**config.mk**
```make
export PLATFORM = sky130hd
export DESIGN_NAME = pc_unit
export DESIGN_NICKNAME = d
export VERILOG_FILES = /design/src/rtl/pc_unit.sv
export SDC_FILE = /design/constraint.sdc
export NUM_CORES = 1
export LEC_CHECK = 0
export CORE_AREA = 3 3 127 129
export CTS_CLUSTER_SIZE = 40
export DETAILED_ROUTE_END_ITERATION = 6
export DIE_AREA = 0 0 130 132
export PLACE_DENSITY_LB_ADDON = 0.3
export SYNTH_ARGS = -nofsm -noshare
export SYNTH_HDL_FRONTEND = slang
export SYNTH_SLANG_ARGS = --single-unit
```
**constraint.sdc**
```tcl
create_clock -name clk -period 13.8 [get_ports clk]
set_input_delay 2.76 -clock clk [delete_from_list [all_inputs] [get_ports clk]]
set_output_delay 2.76 -clock clk [all_outputs]
set_load 0.05 [all_outputs]
```
**src/rtl/pc_unit.sv**
```systemverilog
// Program-counter generator for the DLX fetch stage: sequential stepping, stall hold,
// prioritised trap/redirect/return sources and a circular return-address stack.
module pc_unit #(
  parameter int unsigned      WIDTH        = 32,
  parameter int unsigned      STEP         = 4,
  parameter logic [WIDTH-1:0] RESET_VECTOR = {WIDTH{1'b0}},
  parameter logic [WIDTH-1:0] TRAP_VECTOR  = 32'h0000_0100,
  parameter int unsigned      RAS_DEPTH    = 4
) (
  input  logic                           clk,
  input  logic                           reset,
  input  logic                           fetch_ready,
  input  logic                           stall,
  input  logic                           trap,
  input  logic                           redirect,
  input  logic [WIDTH-1:0]               redirect_target,
  input  logic                           ras_push,
  input  logic [WIDTH-1:0]               ras_push_addr,
  input  logic                           ras_pop,
  output logic [WIDTH-1:0]               pc_out,
  output logic                           pc_valid,
  output logic                           misalign,
  output logic                           ras_underflow,
  output logic [$clog2(RAS_DEPTH):0]     ras_count
);

  localparam int unsigned      PW         = $clog2(RAS_DEPTH);
  localparam int unsigned      CW         = PW + 1;
  localparam logic [WIDTH-1:0] ALIGN_MASK = WIDTH'(STEP - 1);
  localparam logic [WIDTH-1:0] STEP_W     = WIDTH'(STEP);
  localparam logic [CW-1:0]    FULL       = CW'(RAS_DEPTH);

  typedef enum logic {BOOT = 1'b0, RUN = 1'b1} state_t;

  state_t           state_r, state_nxt_s;
  logic [WIDTH-1:0] pc_r, pc_nxt_s;
  logic             valid_r, misalign_r, misalign_nxt_s, underflow_r, underflow_nxt_s;
  logic [PW-1:0]    ptr_r, ptr_nxt_s, wr_idx_s;
  logic [CW-1:0]    count_r, count_nxt_s;
  logic             wr_en_s, pop_ok_s, misaligned_s;
  logic [WIDTH-1:0] top_s;
  logic [WIDTH-1:0] ras_mem_r [RAS_DEPTH];

  assign pop_ok_s     = ras_pop && (count_r != {CW{1'b0}});
  assign misaligned_s = (redirect_target & ALIGN_MASK) != {WIDTH{1'b0}};
  assign top_s        = ras_mem_r[ptr_r];

  // Next-state, next-PC and return-stack update selection
  always_comb begin
    state_nxt_s     = state_r;
    pc_nxt_s        = pc_r;
    misalign_nxt_s  = 1'b0;
    underflow_nxt_s = 1'b0;
    ptr_nxt_s       = ptr_r;
    count_nxt_s     = count_r;
    wr_en_s         = 1'b0;
    wr_idx_s        = ptr_r;
    case (state_r)
      BOOT: state_nxt_s = RUN;
      RUN: begin
        if (trap) begin
          pc_nxt_s = TRAP_VECTOR;
        end else if (redirect && misaligned_s) begin
          pc_nxt_s       = TRAP_VECTOR;
          misalign_nxt_s = 1'b1;
        end else if (redirect) begin
          pc_nxt_s = redirect_target;
        end else if (pop_ok_s) begin
          pc_nxt_s = top_s;
        end else if (stall || !fetch_ready) begin
          pc_nxt_s = pc_r;
        end else begin
          pc_nxt_s = pc_r + STEP_W;
        end

        // An empty-stack pop is flagged even when a higher source owns the PC
        if (ras_pop && !pop_ok_s) begin
          underflow_nxt_s = 1'b1;
        end else begin
          underflow_nxt_s = 1'b0;
        end

        case ({ras_push, pop_ok_s})
          2'b10: begin
            ptr_nxt_s   = ptr_r + PW'(1);
            wr_en_s     = 1'b1;
            wr_idx_s    = ptr_r + PW'(1);
            count_nxt_s = (count_r == FULL) ? count_r : count_r + CW'(1);
          end
          2'b01: begin
            ptr_nxt_s   = ptr_r - PW'(1);
            count_nxt_s = count_r - CW'(1);
          end
          2'b11: begin
            wr_en_s  = 1'b1;
            wr_idx_s = ptr_r;
          end
          default: begin
            wr_en_s = 1'b0;
          end
        endcase
      end
      default: state_nxt_s = BOOT;
    endcase
  end

  // State, PC, flag and return-stack registers
  always_ff @(posedge clk or posedge reset) begin
    if (reset) begin
      state_r     <= BOOT;
      pc_r        <= RESET_VECTOR;
      valid_r     <= 1'b0;
      misalign_r  <= 1'b0;
      underflow_r <= 1'b0;
      ptr_r       <= {PW{1'b0}};
      count_r     <= {CW{1'b0}};
      for (int i = 0; i < RAS_DEPTH; i++) begin
        ras_mem_r[i] <= {WIDTH{1'b0}};
      end
    end else begin
      state_r     <= state_nxt_s;
      pc_r        <= pc_nxt_s;
      valid_r     <= (state_nxt_s == RUN);
      misalign_r  <= misalign_nxt_s;
      underflow_r <= underflow_nxt_s;
      ptr_r       <= ptr_nxt_s;
      count_r     <= count_nxt_s;
      if (wr_en_s) begin
        ras_mem_r[wr_idx_s] <= ras_push_addr;
      end
    end
  end

  assign pc_out        = pc_r;
  assign pc_valid      = valid_r;
  assign misalign      = misalign_r;
  assign ras_underflow = underflow_r;
  assign ras_count     = count_r;

endmodule

```
## Yosys cells after proc, flatten, opt, wreduce, memory -nomap -nowiden

Index checks and enable logic that the tools add are counted.

| storage, ports and cells | value |
|---|---|
| register bits after elaboration | 168 |
| bits in latches | 0 |
| bits in writable memories | 0 |
| ROM bits | 0 |
| input bits | 72 |
| output and inout bits | 38 |
| word-level logic and storage cells | 63 |
| memories kept | 0 |

| cells by class | value |
|---|---|
| $add $sub $neg | 5 |
| multiply operators | 0 |
| divide/modulo/power cells | 0 |
| $lt $le $gt $ge | 3 |
| equal/unequal tests | 6 |
| shift-type cells | 0 |
| muxes and demuxes | 23 |
| bitwise gates (word level) | 2 |
| reduce and logical (&&, ||, !) cells | 14 |

Operator list:

| kind | count |
|---|---|
| two-way mux 32 bit | 8 |
| bitwise mux 128 bit | 1 |
| binary-select mux 32 bit (select 2 bit) | 1 |
| demux 32 bit (select 2 bit) | 1 |
| adder 32 x 3 -> 32 bit (second input constant) | 1 |
| nonzero test 32 bit | 1 |
| two-way mux 1 bit | 7 |
| greater-or-equal comparator 3 bit (second input constant) | 2 |
| NOT 2 -> 3 bit | 2 |
| one-hot mux 3 bit (2 select lines) | 1 |
| inequality test 5 bit (second input constant) | 1 |
| == test 2 bit (second input constant) | 2 |
| logical AND 1 bit | 4 |
| two-way mux 2 bit | 2 |
| one-hot mux 2 bit (2 select lines) | 1 |
| AND reduction 2 bit | 2 |
| adder 3 x 1 -> 3 bit (second input constant) | 1 |
| == test 3 bit (second input constant) | 1 |
| less-than comparator 3 x 1 -> 1 bit (second input constant) | 1 |
| two-way mux 3 bit | 1 |
| AND reduction 3 bit | 1 |
| nonzero test 3 bit | 1 |
| subtractor 3 x 1 -> 3 bit (second input constant) | 1 |
| adder 2 x 1 -> 2 bit (second input constant) | 1 |
| 7 further kinds | 8 |

## Logic depth before layout (Yosys ltp)

Gate-level depths: netlist (run 1).

| depth | value |
|---|---|
| depth after elaboration | 11 |
| depth in mapped cells | 9 |
| mapped depth without buffers | 7 |

## Least setup slack after synthesis (run 1)

No wires, ideal clock.

| timing | value |
|---|---|
| path kind | input to register |
| start point | in ras_pop |
| end point | reg ras_mem_r[32] (netlist bit) |
| library setup time | 125 ps |
| arrival time | 4697 ps |
| data required time | 13675 ps |
| slack | 8978 ps |
| stages on the path | 9 |
| path buffers | 3 |
| path through | o31a_4 inv_2 buf_6 buf_2 ha_1 or3b_1 a21oi_2 buf_2 mux2_2 |

| between the ends | value |
|---|---|
| longest elaborated chain between the ends | 10 |
| elaborated cells on any way between the ends | 15 |
| classes of those cells | 2 x order compare; 2 x eq/ne; 7 x mux; 1 x bitwise; 3 x reduce/logical |

RTL lines:

| element | RTL line | source |
|---|---|---|
| start, declared | 19 | `input logic ras_pop,` |
| logical AND 1 bit (*) | 44 | `assign pop_ok_s = ras_pop && (count_r != {CW{1'b0}});` |
| == test 2 bit | 83 | `case ({ras_push, pop_ok_s})` |
| two-way mux 2 bit | 83 |  |
| two-way mux 2 bit | 58 | `case (state_r)` |
| NOT 2 -> 3 bit (not written as such) | 129 | `ras_mem_r[wr_idx_s] <= ras_push_addr;` |
| greater-or-equal comparator 3 bit (not written as such) or less-than comparator 3 x 1 -> 1 bit (tied branches) | 129 |  |
| logical AND 1 bit (not written as such) | 129 |  |
| two-way mux 32 bit (not written as such) | 129 |  |
| demux 32 bit (select 2 bit) | 129 |  |
| bitwise mux 128 bit | 129 |  |
| end signal, assigned by index | 118 | `ras_mem_r[i] <= {WIDTH{1'b0}};` |
| end signal, assigned by index | 129 |  |
| end, declared | 42 | `logic [WIDTH-1:0] ras_mem_r [RAS_DEPTH];` |

Mark *: on every way between the ends. The rest lies on a longest branch, timed or not.
A chain may end at the register's enable or synchronous reset.

## Final worst setup path (run 1)

| timing | value |
|---|---|
| start point | in ras_pop |
| end point | reg ras_mem_r[123] (netlist bit) |

The elaborated chain is that of the path after synthesis.

==> flow_metrics.py, run 1 <==
metrics = {
    "floorplan": {
        "die_area_um2": 17200,
        "die_x_um": 130,
        "coreArea_um2": 15100,
        "initial_core_util": 0.548,
        "die_h_um": 132,
        "io_pins": 110,
        "core.rowCount": 45,
    },
    "global_routing": {
        "grt_use_total": 0.234,
        "grt_pass1_vias": 5822,
        "grt_max_degree": 97,
        "antenna_found_initial": 0,
        "grt_pass1_wl_um": 31100,
        "grt-ovfl-total": 0,
    },
    "clock_tree": {
        "h-tree-depth": 4,
        "cts_buffers": 17,
        "hold_buffers": 0,
        "ctsResizeCount": 0,
        "clock-sinks": 168,
        "clk_path_buf_depth": 2,
        "post_cts_buffers": 0,
        "clk-insertion-delay-late_ns": 0.43,
        "clk_pin_slew_worst_paths_ns": 0.06,
        "ctsRootBufferMaster": "clkbuf_16",
        "cts_tree": "done",
    },
    "routing": {
        "post_drt_via_cell_ratio": 6.28,
        "wl_um": 19300,
        "avgRoutedWirePerCell_um": 21.3,
        "drt_iter0_markers": 426,
        "final_antenna_net_count": 0,
        "drc": 0,
        "dr.pass1.iters": 5,
        "vias": 5709,
    },
    "timing": {
        "setup_viol": 0,
        "fmax_ghz": 0.184,
        "fin_crit_ns": 5.42,
        "hold_viol": 0,
        "maxSlewViolCount": 0,
        "hold_ws_ns": 0.487,
        "min_period_over_period": 0.393,
        "rsz0062_at_grt": "false",
        "skew_ns": 0.00706,
        "worst_slew_pin_slew_ns": 1.18,
        "maxSlewHeadroom": 0.216,
        "setup_tns_ns": 0,
    },
    "logic_synthesis": {
        "syn_nets": 690,
        "synth_edf_count": 0,
        "synth_warnings": 0,
        "async_flop_share": 1.00,
        "ys_seq_elements": 168,
        "ys_types": 62,
        "synthCells": 614,
        "syn_area_um2": 8290,
        "yosys_most_used_dff": "dfrtp_1",
        "synth_area_per_cell_um2": 13.5,
        "synth-seq-area-share": 0.507,
    },
    "pwr": {
        "irDropWorstVdd_mv": 0.110,
        "total_power_uw": 2130,
        "cellPowerDensity_nw_per_um2": 211,
        "p_leak_uw": 0.00411,
    },
    "worst_hold_path": {
        "holdPathEnd": "ras_mem_r[81]",
        "hp-class": "reg -> reg",
        "hold_depth": 1,
        "worstHoldStart": "ras_mem_r[81]",
    },
    "critical_path": {
        "reg2regPathDepth": 7,
        "path_max_fanout": 31,
        "timing.rr.start": "ras_count[0]",
        "critPathArrivalTime_ns": 5.73,
        "cp_data_required_time_ns": 14.11,
        "critical_path_class": "in -> reg",
        "crit_path_start_kind": "input port",
        "r2r_slack_ns": 10.60,
        "cp-end-kind": "flop",
        "cp_slowest_cell": "clkdlybuf4s50_1",
        "slowest_delay_ns": 0.50,
        "cp_cell_sequence": "clkdlybuf4s50_1 > o31a_4 > inv_2 > ha_1 > or3_1 > a21oi_4 > buf_4 > mux2_2",
        "worst_r2r_endpoint": "ras_mem_r[123]",
    },
    "finish": {
        "final_cell_mix": "dfrtp_1 (166), mux2_2 (112), clkdlybuf4s50_1 (109), mux4_2 (32)",
        "num_antenna_cells": 0,
        "fillCellCount": 1083,
        "layout-drive-gt1-share": 0.276,
        "final_nets": 784,
        "design_area_um2": 10100,
        "layout_commonest_cell": "dfrtp_1",
        "final_core_util": 0.666,
        "syn2layout_area_growth_pct": 21.6,
    },
    "placed_design": {
        "placed_cell_area_um2": 9420,
        "gp_congestion": 0.851,
        "dp_hpwl_um": 12800,
        "portBuffers": 109,
    },
    "flow_run": {
        "max_cap_viol_count": 0,
    },
    "outcome": {
        "status": "finished clean",
    },
}
[Yosys cell counts, types with 2 or more instances]
cell      number  share of area
dfrtp_1      168           0.51
mux2_2       112           0.15
mux4_2        32          0.087
buf_2         22          0.013
nand2_1       21         0.0095
nor2_1        21         0.0095
o21ai_0       17          0.010
mux2_1        16          0.022
nand3_1       13         0.0078
a22oi_1       12          0.011
xor2_1        11          0.012
a211oi_1      10         0.0091
nand4_1       10         0.0075
o21ai_1       10         0.0060
buf_6          8          0.011
inv_1          8         0.0036
a21oi_1        7         0.0042
a31oi_1        7         0.0053
and4_1         7         0.0074
a221o_1        6         0.0072
and2_1         6         0.0045
buf_4          6         0.0054
o211ai_1       6         0.0054
xnor2_1        6         0.0063
and3_1         5         0.0038
nor3_1         5         0.0030
o311ai_1       5         0.0053
a222oi_1       4         0.0048
a22o_1         4         0.0042
clkbuf_1       4         0.0018
a211o_1        3         0.0032
ha_1           3         0.0045
nand2b_1       3         0.0023
a21o_1         2         0.0018
a21oi_2        2         0.0021
and2b_1        2         0.0018
nor2b_1        2         0.0015
nor3b_1        2         0.0018
o21a_1         2         0.0018
o31a_1         2         0.0021
[metal layers]
metal / part of all wire / vias up / GRT usage
met1: 0.43 / 2905 / 0.337
li1: - / 2510 / -
met4: 0.019 / 0 / 0.0756
met3: 0.067 / 29 / 0.0498
met2: 0.48 / 265 / 0.359
met5: 0 / - / 0
[area by class of cell]
cell class	count	area [um2]	share of cell area
clock buffers	18	429	0.0426
well taps	188	235	0.0233
flip-flops and latches	168	4210	0.417
repair buffers	117	1150	0.114
clock inverters	14	229	0.0227
inverters	9	38.8	0.00385
multi-input cells	395	3790	0.376
[power breakdown]
group	internal [uW]	total (uW)	leakage, uW	switching [uW]
clock network	338	530	0.000319	192
registers	706	832	0.00207	126
logic	407	770	0.00172	362
total	1450	2130	0.00411	681
[sequential cells by signal, summed over array words and instances (netlist names)]
register / flops
pc_out: 32
ras_count: 3
ras_underflow: 1
ras_mem_r: 128
ptr_r: 2
misalign: 1
pc_valid: 1
[critical path: cells and delay by family]
family / cells / cell delay [ns]
buffers and inverters: 3 / 1.16
AND/OR/NAND/NOR: 1 / 0.39
AO/OA/AOI/OAI: 2 / 0.65
adder cells (fa/ha/maj): 1 / 0.37
multiplexers: 1 / 0.39
[how the worst max path moves through the flow]
stage | slack (ns) | endpoint | start
after detailed placement | 7.94 | ras_mem_r[123] | ras_pop
after global routing | 8.22 | ras_mem_r[123] | ras_pop
after global placement | 8.05 | ras_mem_r[124] | ras_pop
final | 8.38 | ras_mem_r[123] | ras_pop
after floorplan | 6.49 | misalign | reset
after CTS | 8.37 | ras_mem_r[126] | ras_pop
[per-stage QoR]
| stage | cells | setup slack (ns) |
|---|---|---|
| 4_1_cts | 909 | 8.37 |
| 2_1_floorplan | 614 | 6.49 |
| 3_3_place_gp | 877 | 8.05 |
| 6_report | 909 | 8.38 |
| 5_1_grt | 909 | 8.22 |
| 3_5_place_dp | 877 | 7.94 |
[logic make-up after synthesis]
kind of cell	after synthesis	synth area share
mux	160	0.261
flops	168	0.507
xor+xnor	17	0.0180
simple gates	107	0.0730
compound gates	106	0.0964
fa+ha+maj	4	0.00694
other cells	1	0.000452
buf+inv	51	0.0377
No activity file was read; power rests on OpenSTA's default activity.
==> run 2, diff against run 1 <==
--- a/config.mk
+++ b/config.mk
@@ -5,10 +5,10 @@
 export SDC_FILE = /design/constraint.sdc
 export NUM_CORES = 1
 export LEC_CHECK = 0
-export CORE_AREA = 3 3 127 129
+export CORE_AREA = 3 3 133 135
 export CTS_CLUSTER_SIZE = 40
 export DETAILED_ROUTE_END_ITERATION = 6
-export DIE_AREA = 0 0 130 132
+export DIE_AREA = 0 0 136 138
 export PLACE_DENSITY_LB_ADDON = 0.3
 export SYNTH_ARGS = -nofsm -noshare
 export SYNTH_HDL_FRONTEND = slang
==> constraint.sdc (replaced) <==
create_clock -name clk -period 4.5 [get_ports clk]
set_input_delay 0.9 -clock clk [delete_from_list [all_inputs] [get_ports clk]]
set_output_delay 0.9 -clock clk [all_outputs]
set_load 0.05 [all_outputs]
==> run 2 against run 1 <==
Effect of this change:
- sequential power increased to 3.2 times the previous value
- die area increased by 9.4%
- first-iteration DRC count increased by 13%
- core utilization decreased by 5.5 points
- clock skew increased by 0.0046 ns
- non-clock buffer count increased by 5
- critical path type unchanged
==> flow_metrics.py, run 2 (same netlist as run 1, synthesis figures left out) <==
metrics = {
    "outcome": {
        "status": "finished clean",
    },
    "clock_tree": {
        "clk_path_buf_depth": 2,
        "ctsResizeCount": 0,
        "clk_pin_slew_worst_paths_ns": 0.06,
        "ctsRootBufferMaster": "clkbuf_16",
        "clock-sinks": 168,
        "h-tree-depth": 4,
        "cts_tree": "done",
        "cts_buffers": 17,
        "clk-insertion-delay-late_ns": 0.43,
        "post_cts_buffers": 0,
        "hold_buffers": 0,
    },
    "critical_path": {
        "critical_path_class": "in -> reg",
        "critPathArrivalTime_ns": 3.80,
        "cp-end-kind": "flop",
        "cp_data_required_time_ns": 4.80,
        "path_max_fanout": 31,
        "crit_path_start_kind": "input port",
    },
    "global_routing": {
        "grt_use_total": 0.222,
        "grt_pass1_vias": 6048,
        "antenna_found_initial": 0,
        "grt_pass1_wl_um": 32500,
        "grt_max_degree": 68,
        "grt-ovfl-total": 0,
    },
    "finish": {
        "syn2layout_area_growth_pct": 22.2,
        "layout_commonest_cell": "dfrtp_1",
        "final_nets": 789,
        "largest_reg_flops": 128,
        "fillCellCount": 1289,
        "regMostFlops": "ras_mem_r",
        "layout-drive-gt1-share": 0.280,
        "final_cell_mix": "dfrtp_1 (166), mux2_2 (112), clkdlybuf4s50_1 (109), mux4_2 (32)",
        "num_antenna_cells": 0,
    },
    "routing": {
        "final_antenna_net_count": 0,
        "dr.pass1.iters": 6,
        "vias": 5725,
        "post_drt_via_cell_ratio": 6.05,
        "wl_um": 20100,
        "drt_iter0_markers": 483,
        "drc": 0,
        "avgRoutedWirePerCell_um": 21.2,
    },
    "timing": {
        "min_period_over_period": 0.777,
        "maxSlewHeadroom": 0.347,
        "hold_viol": 0,
        "rsz0062_at_grt": "false",
        "worst_slew_pin_slew_ns": 0.978,
        "hold_ws_ns": 0.484,
        "fmax_ghz": 0.286,
        "maxSlewViolCount": 0,
        "setup_viol": 0,
        "setup_tns_ns": 0,
        "fin_crit_ns": 3.50,
        "skew_ns": 0.0117,
    },
    "placed_design": {
        "portBuffers": 109,
        "gp_congestion": 0.839,
        "dp_hpwl_um": 13700,
    },
    "floorplan": {
        "initial_core_util": 0.500,
        "io_pins": 110,
        "die_h_um": 138,
        "coreArea_um2": 16600,
        "die_area_um2": 18800,
        "die_x_um": 136,
        "core.rowCount": 47,
    },
    "worst_hold_path": {
        "hp-class": "reg -> reg",
    },
    "pwr": {
        "total_power_uw": 6390,
        "irDropWorstVdd_mv": 0.389,
        "cellPowerDensity_nw_per_um2": 631,
        "p_leak_uw": 0.00412,
    },
    "flow_run": {
        "max_cap_viol_count": 0,
    },
}
-- run 2: worst max-delay path: stages --
cell,delay (ns)
clkdlybuf4s50_1,0.50
o31a_4,0.28
inv_2,0.24
ha_1,0.39
or3b_1,0.43
a21oi_4,0.41
buf_4,0.28
mux2_2,0.35
-- run 2: area by class of cell --
| type | count | area (um2) | share of cell area |
|---|---|---|---|
| inverters | 9 | 37.5 | 0.00370 |
| clock inverters | 8 | 92.6 | 0.00914 |
| well taps | 220 | 275 | 0.0272 |
| clock buffers | 24 | 502 | 0.0495 |
| flip-flops and latches | 168 | 4210 | 0.415 |
| multi-input cells | 395 | 3790 | 0.374 |
| repair buffers | 122 | 1230 | 0.121 |
-- run 2: report_power, final --
group	internal (uW)	switching, uW
clock	886	575
combinational	1260	1030
sequential	2160	483
total	4310	2080
-- run 2: worst paths after layout --
kind	start	to	slack, ns	cells after the start
setup reg to reg	ras_count[0]	ras_mem_r[83]	1.29	7
hold reg to reg	ras_mem_r[80]	ras_mem_r[80]	0.48	1
setup / recovery	ras_pop	ras_mem_r[41]	1.00	8
min in group asynchronous	reset	ras_mem_r[65]	1.04	2
max in group asynchronous	reset	ras_mem_r[100]	2.63	3
hold / removal	ras_mem_r[80]	ras_mem_r[80]	0.48	1
-- run 2: layer usage --
layer	vias to the layer above	routed length, um	global-route usage
met5	-	0	0
met4	0	312	0.0658
met3	23	1220	0.0512
met2	199	9710	0.347
met1	2984	8850	0.312
li1	2519	-	-
-- run 2: through the flow --
stage	utilization	cells	instance area [um2]	setup slack [ns]
finish	0.611	946	10100	1.00
detailed placement	0.575	914	9540	0.600
floorplan	-	614	8300	1.46
CTS	0.611	946	10100	1.06
global placement	0.575	914	9540	0.669
global route	0.611	946	10100	0.914
